`config.mk`:
```
export PLATFORM = sky130hd
export DESIGN_NAME = demux4_dispatch_flat
export DESIGN_NICKNAME = d
export VERILOG_FILES = /design/src/rtl/demux4_dispatch_if.sv /design/src/rtl/demux4_dispatch.sv /design/src/flat_wrapper.sv
export SDC_FILE = /design/constraint.sdc
export NUM_CORES = 1
export LEC_CHECK = 0
export CORE_ASPECT_RATIO = 2
export CORE_MARGIN = 3
export CORE_UTILIZATION = 55
export DETAILED_ROUTE_END_ITERATION = 8
export DONT_BUFFER_PORTS = 1
export PLACE_DENSITY = 0.72
export SETUP_SLACK_MARGIN = 0.02
export SYNTH_ARGS = -nofsm -noshare
export SYNTH_HDL_FRONTEND = slang
export SYNTH_HIERARCHICAL = 1
export SYNTH_SLANG_ARGS = --single-unit
```
`constraint.sdc`:
```
create_clock -name clk -period 1.5 [get_ports clk]
set_input_delay 0.225 -clock clk [delete_from_list [all_inputs] [get_ports clk]]
set_output_delay 0.225 -clock clk [all_outputs]
set_load 0.05 [all_outputs]
```
`src/rtl/demux4_dispatch_if.sv`:
```
// Handshake bundle for demux4_dispatch: one upstream valid/ready port and four
// downstream channels, plus the per-channel delivery counters.
interface demux4_dispatch_if #(
    parameter int WIDTH = 16
);
    logic             in_valid;
    logic             in_ready;
    logic [WIDTH-1:0] in_data;
    logic [1:0]       in_sel;
    logic [3:0]       out_valid;
    logic [3:0]       out_ready;
    logic [WIDTH-1:0] out_d0;
    logic [WIDTH-1:0] out_d1;
    logic [WIDTH-1:0] out_d2;
    logic [WIDTH-1:0] out_d3;
    logic [31:0]      stat_count;

    modport master (
        output in_valid, in_data, in_sel, out_ready,
        input  in_ready, out_valid, out_d0, out_d1, out_d2, out_d3, stat_count
    );

    modport slave (
        input  in_valid, in_data, in_sel, out_ready,
        output in_ready, out_valid, out_d0, out_d1, out_d2, out_d3, stat_count
    );
endinterface

```
`src/rtl/demux4_dispatch.sv`:
```
// Registered 1-to-4 dispatcher: one-entry holding slot per channel so a stalled
// unit never blocks the others. DEMUX4_DISPATCH_STATS_EN adds saturating drain counters.
module demux4_dispatch_lane #(
    parameter int WIDTH = 16
) (
    input  logic             clk,
    input  logic             rst,
    input  logic             acc,
    input  logic             drn,
    input  logic [WIDTH-1:0] din,
    output logic             full,
    output logic [WIDTH-1:0] dout
);
    typedef enum logic {EMPTY = 1'b0, FULL = 1'b1} slot_e;

    slot_e st, st_nxt;

    always_ff @(posedge clk) begin
        if (rst) st <= EMPTY;
        else     st <= st_nxt;
    end

    // A drain and an accept in the same cycle keeps the slot occupied.
    always_comb begin
        st_nxt = st;
        case (st)
            EMPTY:   if (acc) st_nxt = FULL;
            FULL:    if (drn && !acc) st_nxt = EMPTY;
            default: st_nxt = EMPTY;
        endcase
    end

    always_comb begin
        full = (st == FULL);
    end

    always_ff @(posedge clk) begin
        if (rst)      dout <= '0;
        else if (acc) dout <= din;
    end
endmodule

module demux4_dispatch #(
    parameter int WIDTH = 16
) (
    input logic              clk,
    input logic              rst,
    demux4_dispatch_if.slave bus
);
    localparam int NUM_LANES = 4;

    logic [NUM_LANES-1:0]            full;
    logic [NUM_LANES-1:0]            acc;
    logic [NUM_LANES-1:0]            drn;
    logic [NUM_LANES-1:0][WIDTH-1:0] dq;
    logic                            rdy;

    // Ready during reset regardless of stale flags; the accept itself is masked.
    assign rdy          = rst | ~full[bus.in_sel] | bus.out_ready[bus.in_sel];
    assign bus.in_ready = rdy;
    assign bus.out_valid = full;
    assign drn          = full & bus.out_ready;

    assign bus.out_d0 = dq[0];
    assign bus.out_d1 = dq[1];
    assign bus.out_d2 = dq[2];
    assign bus.out_d3 = dq[3];

    for (genvar k = 0; k < NUM_LANES; k++) begin : g_lane
        assign acc[k] = bus.in_valid & rdy & ~rst & (bus.in_sel == 2'(k));

        demux4_dispatch_lane #(.WIDTH(WIDTH)) u_lane (
            .clk  (clk),
            .rst  (rst),
            .acc  (acc[k]),
            .drn  (drn[k]),
            .din  (bus.in_data),
            .full (full[k]),
            .dout (dq[k])
        );
    end

`ifdef DEMUX4_DISPATCH_STATS_EN
    logic [NUM_LANES-1:0][7:0] cnt;

    for (genvar k = 0; k < NUM_LANES; k++) begin : g_cnt
        always_ff @(posedge clk) begin
            if (rst)                          cnt[k] <= '0;
            else if (drn[k] && cnt[k] != 8'hFF) cnt[k] <= cnt[k] + 8'd1;
        end
    end

    assign bus.stat_count = cnt;
`else
    assign bus.stat_count = 32'h0;
`endif
endmodule

```
`src/flat_wrapper.sv`:
```
// flat-port wrapper written by rule: the top's interface ports become plain ports
module demux4_dispatch_flat 
#(
    parameter int WIDTH = 16
)
  (clk, rst, bus_in_valid, bus_in_data, bus_in_sel, bus_out_ready, bus_in_ready, bus_out_valid, bus_out_d0, bus_out_d1, bus_out_d2, bus_out_d3, bus_stat_count);
  demux4_dispatch_if #(.WIDTH(WIDTH)) bus_i ();
  input logic clk;
  input logic rst;
  input wire logic [$bits(bus_i.in_valid)-1:0] bus_in_valid;
  input wire logic [$bits(bus_i.in_data)-1:0] bus_in_data;
  input wire logic [$bits(bus_i.in_sel)-1:0] bus_in_sel;
  input wire logic [$bits(bus_i.out_ready)-1:0] bus_out_ready;
  output wire logic [$bits(bus_i.in_ready)-1:0] bus_in_ready;
  output wire logic [$bits(bus_i.out_valid)-1:0] bus_out_valid;
  output wire logic [$bits(bus_i.out_d0)-1:0] bus_out_d0;
  output wire logic [$bits(bus_i.out_d1)-1:0] bus_out_d1;
  output wire logic [$bits(bus_i.out_d2)-1:0] bus_out_d2;
  output wire logic [$bits(bus_i.out_d3)-1:0] bus_out_d3;
  output wire logic [$bits(bus_i.stat_count)-1:0] bus_stat_count;
  assign bus_i.in_valid = bus_in_valid;
  assign bus_i.in_data = bus_in_data;
  assign bus_i.in_sel = bus_in_sel;
  assign bus_i.out_ready = bus_out_ready;
  assign bus_in_ready = bus_i.in_ready;
  assign bus_out_valid = bus_i.out_valid;
  assign bus_out_d0 = bus_i.out_d0;
  assign bus_out_d1 = bus_i.out_d1;
  assign bus_out_d2 = bus_i.out_d2;
  assign bus_out_d3 = bus_i.out_d3;
  assign bus_stat_count = bus_i.stat_count;
  demux4_dispatch #(.WIDTH(WIDTH)) u_core (.clk(clk), .rst(rst), .bus(bus_i));
endmodule
```
==> impl_metrics.tcl, run 1 <==
set metrics [dict create \
    fill_cells 419 \
    slowest_stage "dfxtp_2" \
    grt_pass1_wl_um 8890 \
    slew_violations 0 \
    synth.area.mux_share 0.229 \
    gp_congestion 0.732 \
    routed_via_density 4.87 \
    first_pass_iters 4 \
    synth_top_family_by_area "multiplexers" \
    seq_area_frac_synth 0.479 \
    dpl_cell_area_mm2 0.00290 \
    io_pins 126 \
    syn_avg_cell_area_um2 10.3 \
    max_stage_delay_ns 0.33 \
    yosysWarnings 6 \
    syn_to_final_growth_pct 12.1 \
    pre_cts_ws_ns 0.0636 \
    finalWorstSetupSlack_ns -0.0842 \
    layout.cells.most_common_list "mux2i_1, nor2_1, dfxtp_1" \
    n_antenna_cell 0 \
    clk_path_buf_depth 2 \
    relSlewSlack 0.637 \
    synth_compound_area_frac 0.0202 \
    fp.coreArea_mm2 0.00495 \
    gr-total-overflow 0 \
    pwr-share-seq 0.470 \
    nets 323 \
    wl_per_cell_um 15.9 \
    drc 0 \
    fin_total_pwr_mw 4.18 \
    synthesis.instances 276 \
    clkLatencyLatePin_ns 0.34 \
    clockPowerShare 0.437 \
    ant_nets 0 \
    power.switching_mw 1.10 \
    fp.dieW_um 56.8 \
    fin_skew_ns 0.00442 \
    critPathBufInv 1 \
    track_usage 0.192 \
    clkSlewWorstSetupHoldPaths_ns 0.07 \
    power_density_mw_per_mm2 1310 \
    yosysTopAreaCell "dfxtp_1" \
    tightest_slew_ns 0.543 \
    violations "hold timing, setup timing" \
    mostFrequentLayoutCell "mux2i_1" \
    setup_violations 1 \
    ys_seq_elements 68 \
    start_kind "flop" \
    synth-xor-area-share 0 \
    ir_drop_mv 1.49 \
    synthAdderAreaFrac 0 \
    antenna_found_initial 0 \
    postRouteWirelength_um 5710 \
    max_freq_mhz 631 \
    start_util 0.574 \
    swShare 0.262 \
    end_kind "output pin" \
    dieArea_mm2 0.00612 \
    grt_pass1_vias 1753 \
    worstSetupPathType "reg2out" \
    required_ns 1.27 \
    hold_ws_ns -0.0578 \
    h-tree-depth 3 \
    min_path_type "in2reg" \
    intPower_mw 3.08 \
    die_h_um 108 \
    final_cell_area_mm2 0.00319 \
    synthTopCellsByArea "dfxtp_1, mux2i_1, buf_4" \
    finalCriticalPeriod_ns 1.58 \
    hpwl_um 4060 \
    finalHoldViolCount 68 \
    crit_arrival_ns 1.36 \
    vias 1752 \
    drtIter0Drc 78 \
    core.rowCount 36 \
    grt_max_degree 72 \
    cts_tree "built" \
    cap_viol_max_count 0 \
    combPwrFrac 0.092 \
    drive_gt1_frac 0.185 \
    clock-sinks 68 \
    status "complete, but fails checks" \
    fin_crit_sh 1.06 \
    path_cells "nor2b_4 > mux2i_1 > a211o_1 > buf_12" \
    port_buffers 0 \
    root_buffer "clkbuf_8" \
    rsz0062_at_grt "true" \
    synth_simple_gate_area_share 0.119 \
    synth_area_mm2 0.00284 \
    cp_top_family "flip-flops" \
    cts_buffers 9 \
    synth_top_cell_area_share 0.479 \
    leakagePower_nw 1.23 \
    synthDistinctLibCells 20 \
    crit_fanout 2 \
]
## cell families after synthesis
kind of cell / Yosys count
AO/OA/AOI/OAI: 8
buffers and inverters: 55
flip-flops: 68
multiplexers: 65
other: 1
AND/OR/NAND/NOR: 79
## metrics by stage
stage	TNS [ns]	utilization	cells
CTS	-0.119	0.641	360
global route	-0.152	0.644	360
global placement	0	0.586	343
floorplan	0	-	307
detailed placement	0	0.586	343
finish	-0.0842	0.644	360
## sequential cells by signal, indices dropped and copies added (netlist names)
name,count
u_core/g_lane.u_lane/dout,64
u_core/g_lane.u_lane/full,4
## per-layer routing
metal,routed length (µm),up-vias,global-route usage
li1,-,884,-
met1,1960,791,0.195
met3,510,9,0.0888
met5,0,-,0
met4,99,0,0.0896
met2,3140,68,0.329
## power by group through the flow
stage	registers, mW	logic, mW	clock network [mW]
2_1_floorplan	2.05	0.387	0
3_3_place_gp	2.01	0.374	0
3_5_place_dp	2.01	0.378	0
4_1_cts	1.97	0.383	1.88
5_1_grt	1.97	0.406	1.94
6_report	1.97	0.385	1.83
## cells in the mapped netlist (all sizes together)
cell	instances
dfxtp	68
a311oi	1
buf	48
nor2b	2
nand3b	1
nor3	2
inv	7
a21oi	4
a211o	1
nor2	64
conb	1
nand2b	5
mux2i	65
nor3b	1
and2	4
a2111oi	2
## timing repair
| item | 4_1_cts | 5_1_grt |
|---|---|---|
| pin swaps | 2 | 3 |
| buffers inserted | 1 | 0 |
| endpoints found under the hold margin | 68 | 68 |
| endpoints found under the setup margin | 1 | 14 |
| resized for setup | 5 | 3 |
## area by class of cell
cell class / instances / area (µm²) / area share
flip-flops and latches: 68 / 1370 / 0.429
multi-input cells: 184 / 1230 / 0.385
repair buffers: 28 / 246 / 0.0773
clock buffers: 10 / 138 / 0.0432
clock inverters: 6 / 111 / 0.0349
well taps: 57 / 71.3 / 0.0224
inverters: 7 / 26.3 / 0.00824
## path summary, 6_finish.rpt
| kind | from | endpoint | slack (ns) | depth (start not counted) |
|---|---|---|---|---|
| setup / recovery | u_core/g_lane[1].u_lane/full$_SDFF_PP0_ | bus_in_ready | -0.08 | 4 |
| hold reg to reg | u_core/g_lane[3].u_lane/dout[6]$_SDFFE_PP0P_ | u_core/g_lane[3].u_lane/dout[6]$_SDFFE_PP0P_ | 0.50 | 2 |
| hold / removal | rst | u_core/g_lane[0].u_lane/full$_SDFF_PP0_ | -0.06 | 1 |
| setup reg to reg | u_core/g_lane[0].u_lane/full$_SDFF_PP0_ | u_core/g_lane[0].u_lane/dout[12]$_SDFFE_PP0P_ | 0.09 | 5 |
Note: power is estimated with default switching activity, not from simulation.
==> run 2, diff against run 1 <==
--- a/config.mk
+++ b/config.mk
@@ -7,10 +7,10 @@
 export LEC_CHECK = 0
 export CORE_ASPECT_RATIO = 2
 export CORE_MARGIN = 3
-export CORE_UTILIZATION = 55
+export CORE_UTILIZATION = 42
 export DETAILED_ROUTE_END_ITERATION = 8
 export DONT_BUFFER_PORTS = 1
-export PLACE_DENSITY = 0.72
+export PLACE_DENSITY = 0.58
 export SETUP_SLACK_MARGIN = 0.02
 export SYNTH_ARGS = -nofsm -noshare
 export SYNTH_HDL_FRONTEND = slang
==> run 2 against run 1 <==
The run still ends with hold timing, setup timing left; sequential share of layout area shrank 1.1 points; non-clock buffer count shrank 1; design area grew 2.5%; clock power grew 9.8%; clock-buffer cell count grew 3; cell count grew 7.5%.
==> impl_metrics.tcl, run 2 (synthesized netlist as in run 1, its figures left out) <==
set metrics [dict create \
    wl_met2_um 3170 \
    multi_input_area_mm2 0.00124 \
    gr-total-overflow 0 \
    io_pins 126 \
    clkLatencyLatePin_ns 0.32 \
    track_usage 0.158 \
    ir_drop_mv 0.667 \
    gp_congestion 0.692 \
    final_cell_area_mm2 0.00327 \
    antenna_found_initial 0 \
    crit_arrival_ns 1.30 \
    regMostFlops "u_core/g_lane.u_lane/dout" \
    fin_total_pwr_mw 4.37 \
    relSlewSlack 0.635 \
    end_kind "output pin" \
    leakagePower_nw 1.25 \
    fp.dieW_um 64.2 \
    cts_buffers 9 \
    fp.coreArea_mm2 0.00646 \
    finalHoldViolCount 41 \
    hpwl_um 4240 \
    root_buffer "clkbuf_16" \
    nets 322 \
    start_util 0.440 \
    regArea_mm2 0.00137 \
    min_path_type "in2reg" \
    cap_viol_max_count 0 \
    ff2ff_path_depth 7 \
    final_core_util 0.506 \
    rsz0062_at_grt "true" \
    syn_to_final_growth_pct 15.0 \
    grt_pass1_wl_um 9440 \
    power_density_mw_per_mm2 1340 \
    ant_nets 0 \
    postRouteWirelength_um 5980 \
    cts_tree "built" \
    n_antenna_cell 0 \
    largest_reg_flops 64 \
    drtIter0Drc 106 \
    tightest_slew_ns 0.547 \
    die_h_um 122 \
    start_kind "flop" \
    fill_cells 629 \
    m1WireLength_um 2090 \
    status "complete, but fails checks" \
    dieArea_mm2 0.00785 \
    hold_ws_ns -0.0288 \
    core.rowCount 41 \
    clock-sinks 68 \
    grt_pass1_vias 1768 \
    setup_violations 1 \
    routed_via_density 4.57 \
    max_freq_mhz 654 \
    layout.cells.most_common_list "mux2i_1, nor2_1, dfxtp_1" \
    grt_max_degree 72 \
    slew_violations 0 \
    fin_crit_sh 1.02 \
    hold_path_depth 1 \
    drive_gt1_frac 0.173 \
    fin_skew_ns 0.00337 \
    clk_path_buf_depth 2 \
    crit_fanout 2 \
    timing.setup.tns_ns -0.0296 \
    drc 0 \
    wl_per_cell_um 15.5 \
    required_ns 1.27 \
    violations "hold timing, setup timing" \
    clkSlewWorstSetupHoldPaths_ns 0.05 \
    h-tree-depth 3 \
    pre_cts_ws_ns 0.0420 \
    finalWorstSetupSlack_ns -0.0296 \
    top_layer "met4" \
    worstSetupPathType "reg2out" \
    met3_length_um 602 \
    first_pass_iters 4 \
    finalCriticalPeriod_ns 1.53 \
    dpl_cell_area_mm2 0.00291 \
    vias 1769 \
    port_buffers 0 \
]
## run 2: layout make-up
class                      count  area share
clock buffer                  13      0.0765
clock inverter                 2      0.0107
inverter                       7     0.00804
multi-input combinational    184       0.378
sequential                    68       0.418
tap                           86      0.0329
timing repair buffer          27      0.0754
## run 2: per-layer routing
layer  global-route usage  vias to the layer above
met5                    0                        -
met4               0.0808                        0
met3               0.0705                       10
met2                0.266                       77
met1                0.165                      805
li1                     -                      877
## run 2: timing repair
action / CTS / global route
hold endpoints to repair: 68 / 68
setup endpoints to repair: 1 / 19
pin swaps: 2 / 1
resized for setup: 4 / 7
buffers inserted: 3 / 1
## run 2: stage by stage
stage,cells,hold slack (ns)
after floorplan,307,0.372
after global placement,368,0.295
after detailed placement,368,0.297
after CTS,386,-0.0431
after global routing,387,-0.0451
final,387,-0.0288
## run 2: where the power goes
| part | leakage (nW) | internal [mW] | switching, mW | total (mW) |
|---|---|---|---|---|
| registers | 0.552 | 1.85 | 0.133 | 1.98 |
| logic | 0.554 | 0.0919 | 0.284 | 0.376 |
| clock network | 0.140 | 1.32 | 0.686 | 2.01 |
| total | 1.25 | 3.26 | 1.10 | 4.37 |
## run 2: path summary, 6_finish.rpt
kind                                                      from                                      endpoint  slack, ns
setup / recovery       u_core/g_lane[1].u_lane/full$_SDFF_PP0_                                  bus_in_ready      -0.03
hold reg to reg   u_core/g_lane[3].u_lane/dout[3]$_SDFFE_PP0P_  u_core/g_lane[3].u_lane/dout[3]$_SDFFE_PP0P_       0.50
hold / removal                                             rst       u_core/g_lane[0].u_lane/full$_SDFF_PP0_      -0.03
setup reg to reg       u_core/g_lane[1].u_lane/full$_SDFF_PP0_  u_core/g_lane[1].u_lane/dout[4]$_SDFFE_PP0P_       0.04
## run 2: worst max-delay path, stage by stage, from the launching register on
cell	delay (ns)
dfxtp_2	0.32
nor2b_4	0.14
mux2i_1	0.08
a211o_1	0.29
buf_12	0.16
==> run 3, diff against run 2 <==
--- a/config.mk
+++ b/config.mk
@@ -5,7 +5,8 @@
 export SDC_FILE = /design/constraint.sdc
 export NUM_CORES = 1
 export LEC_CHECK = 0
-export CORE_ASPECT_RATIO = 2
+export ABC_AREA = 1
+export CORE_ASPECT_RATIO = 0.5
 export CORE_MARGIN = 3
 export CORE_UTILIZATION = 42
 export DETAILED_ROUTE_END_ITERATION = 8
==> run 3 against run 2 <==
The flow now finishes without violations; power rose by 9.8%; global-route usage rose by 3.8 points; sequential share of layout area fell by 2.5 points; fmax rose by 7.3%.
==> impl_metrics.tcl, run 3 <==
set metrics [dict create \
    layout.cells.most_common_list "nor2_1, dfxtp_1, o21ai_0" \
    clk_path_buf_depth 2 \
    synth-main-ff-cell "dfxtp_1" \
    synthesis.instances 365 \
    wl_per_cell_um 14.7 \
    final_cell_area_mm2 0.00349 \
    synthDistinctLibCells 17 \
    fp.dieW_um 121 \
    synth_top_cell_area_share 0.488 \
    regMostFlops "u_core/g_lane.u_lane/dout" \
    start_kind "flop" \
    core.rowCount 20 \
    reg2reg_to "u_core/g_lane[2].u_lane/dout[13]$_SDFFE_PP0P_" \
    tightest_slew_ns 0.566 \
    min-delay-start "bus_in_data[0]" \
    h-tree-depth 3 \
    antenna_found_initial 0 \
    hpwl_um 5410 \
    yosysTopAreaCell "dfxtp_1" \
    syn_to_final_growth_pct 25.2 \
    yosysMostFrequentCell "nor2_1" \
    mostFrequentLayoutCell "nor2_1" \
    timing.setup.tns_ns 0 \
    vias 2344 \
    rsz0062_at_grt "true" \
    root_buffer "clkbuf_16" \
    drive_gt1_frac 0.229 \
    drtIter0Drc 99 \
    max_stage_delay_ns 0.34 \
    slew_violations 0 \
    relSlewSlack 0.622 \
    finalCriticalPeriod_ns 1.43 \
    fin_total_pwr_mw 4.79 \
    clock-sinks 68 \
    ff2ff_path_depth 11 \
    nets 431 \
    cp_top_family "simple AND/OR/NAND/NOR gates" \
    cts_tree "built" \
    ant_nets 0 \
    synth_edf_count 0 \
    postRouteWirelength_um 7340 \
    yosysWarnings 6 \
    setup_violations 0 \
    grt_pass1_vias 2218 \
    routed_via_density 4.70 \
    synthTopCellsByArea "dfxtp_1, nor2_1, o21ai_0" \
    finalHoldViolCount 0 \
    clkSlewWorstSetupHoldPaths_ns 0.06 \
    port_buffers 0 \
    synth_common_cells "nor2_1, dfxtp_1, o21ai_0" \
    min_to "u_core/g_lane[2].u_lane/dout[0]$_SDFFE_PP0P_" \
    power_density_mw_per_mm2 1370 \
    start_util 0.446 \
    status "complete, no violations" \
    seq_area_frac_synth 0.488 \
    dpl_cell_area_mm2 0.00304 \
    cap_viol_max_count 0 \
    largest_reg_flops 64 \
    fin_crit_sh 0.951 \
    first_pass_iters 4 \
    min_path_type "in2reg" \
    fp.coreArea_mm2 0.00626 \
    critPathBufInv 2 \
    synth_area_mm2 0.00279 \
    async_reset_ff_frac 0 \
    hold_path_depth 2 \
    fin_skew_ns 0.00600 \
    die_h_um 63.6 \
    crit_arrival_ns 1.68 \
    end_kind "flop" \
    ys_seq_elements 68 \
    gr-total-overflow 0 \
    crit_fanout 4 \
    max_freq_mhz 701 \
    drc 0 \
    track_usage 0.196 \
    clkLatencyLatePin_ns 0.33 \
    n_antenna_cell 0 \
    leakagePower_nw 1.64 \
    dieArea_mm2 0.00771 \
    grt_pass1_wl_um 11500 \
    slowest_stage "dfxtp_4" \
    required_ns 1.76 \
    ir_drop_mv 0.691 \
    grt_max_degree 18 \
    cts_buffers 9 \
    syn_avg_cell_area_um2 7.64 \
    r2r-start "u_core/g_lane[1].u_lane/full$_SDFF_PP0_" \
    io_pins 126 \
    gp_congestion 0.827 \
    worstSetupPathType "reg2reg" \
    path_cells "nand2_2 > nand2_1 > nand2_1 > nand3_2 > nand2_8 > nand2_8 > nor2_4 > buf_12 > buf_6 > o21ai_2 > nor2_1" \
    reg2reg_slack_ns 0.07 \
]
-- run 3: metal layers --
metal / vias up / track usage / share of wire
li1: 1170 / - / -
met1: 1057 / 0.233 / 0.43
met2: 111 / 0.315 / 0.45
met3: 6 / 0.0978 / 0.12
met4: 0 / 0.0545 / 0.0068
met5: - / 0 / 0
-- run 3: worst max path at each step --
stage               slack [ns]                                       endpoint  cells after the start                                    start
floorplan                -0.03  u_core/g_lane[0].u_lane/dout[10]$_SDFFE_PP0P_                     11  u_core/g_lane[1].u_lane/full$_SDFF_PP0_
global placement          0.14   u_core/g_lane[2].u_lane/dout[9]$_SDFFE_PP0P_                     10  u_core/g_lane[1].u_lane/full$_SDFF_PP0_
detailed placement        0.06   u_core/g_lane[1].u_lane/dout[5]$_SDFFE_PP0P_                     10  u_core/g_lane[1].u_lane/full$_SDFF_PP0_
CTS                       0.04   u_core/g_lane[1].u_lane/dout[5]$_SDFFE_PP0P_                     10  u_core/g_lane[1].u_lane/full$_SDFF_PP0_
global route             -0.03   u_core/g_lane[2].u_lane/dout[9]$_SDFFE_PP0P_                     11  u_core/g_lane[1].u_lane/full$_SDFF_PP0_
finish                    0.07  u_core/g_lane[2].u_lane/dout[13]$_SDFFE_PP0P_                     11  u_core/g_lane[1].u_lane/full$_SDFF_PP0_
-- run 3: cell type report --
cell class                 instances  area [µm²]
fill                             576        2770
sequential                        68        1370
multi-input combinational        261        1200
timing repair buffer              45         395
clock buffer                      12         246
tap                               88         110
inverter                          21        91.3
clock inverter                     4        72.6
-- run 3: report_power, final --
group	internal, mW	total, mW	leakage (nW)	switching (mW)
combinational	0.112	0.546	0.935	0.434
clock	1.50	2.24	0.153	0.739
sequential	1.87	2.01	0.555	0.142
-- run 3: stage by stage --
stage | hold WS, ns | cells | setup WS [ns] | utilization
after floorplan | 0.278 | 396 | -0.0259 | -
after global placement | 0.281 | 479 | 0.143 | 0.486
after detailed placement | 0.282 | 479 | 0.0621 | 0.486
after CTS | 0.0269 | 496 | 0.0435 | 0.539
after global routing | 0.0204 | 499 | -0.0311 | 0.558
final | 0.0118 | 499 | 0.0740 | 0.558
-- run 3: cell families after synthesis --
group / after synthesis / share of synthesized area
buffers and inverters: 67 / 0.156
AND/OR/NAND/NOR: 161 / 0.227
AO/OA/AOI/OAI: 68 / 0.127
other: 1 / 0.00134
flip-flops: 68 / 0.488
-- run 3: timing repair --
item | CTS | global route
resized for setup | 1 | 44
hold endpoints to repair | 4 | 0
pin swaps | 0 | 15
endpoints found under the setup margin | 1 | 64
hold buffers | 1 | 0
setup buffers | 0 | 3
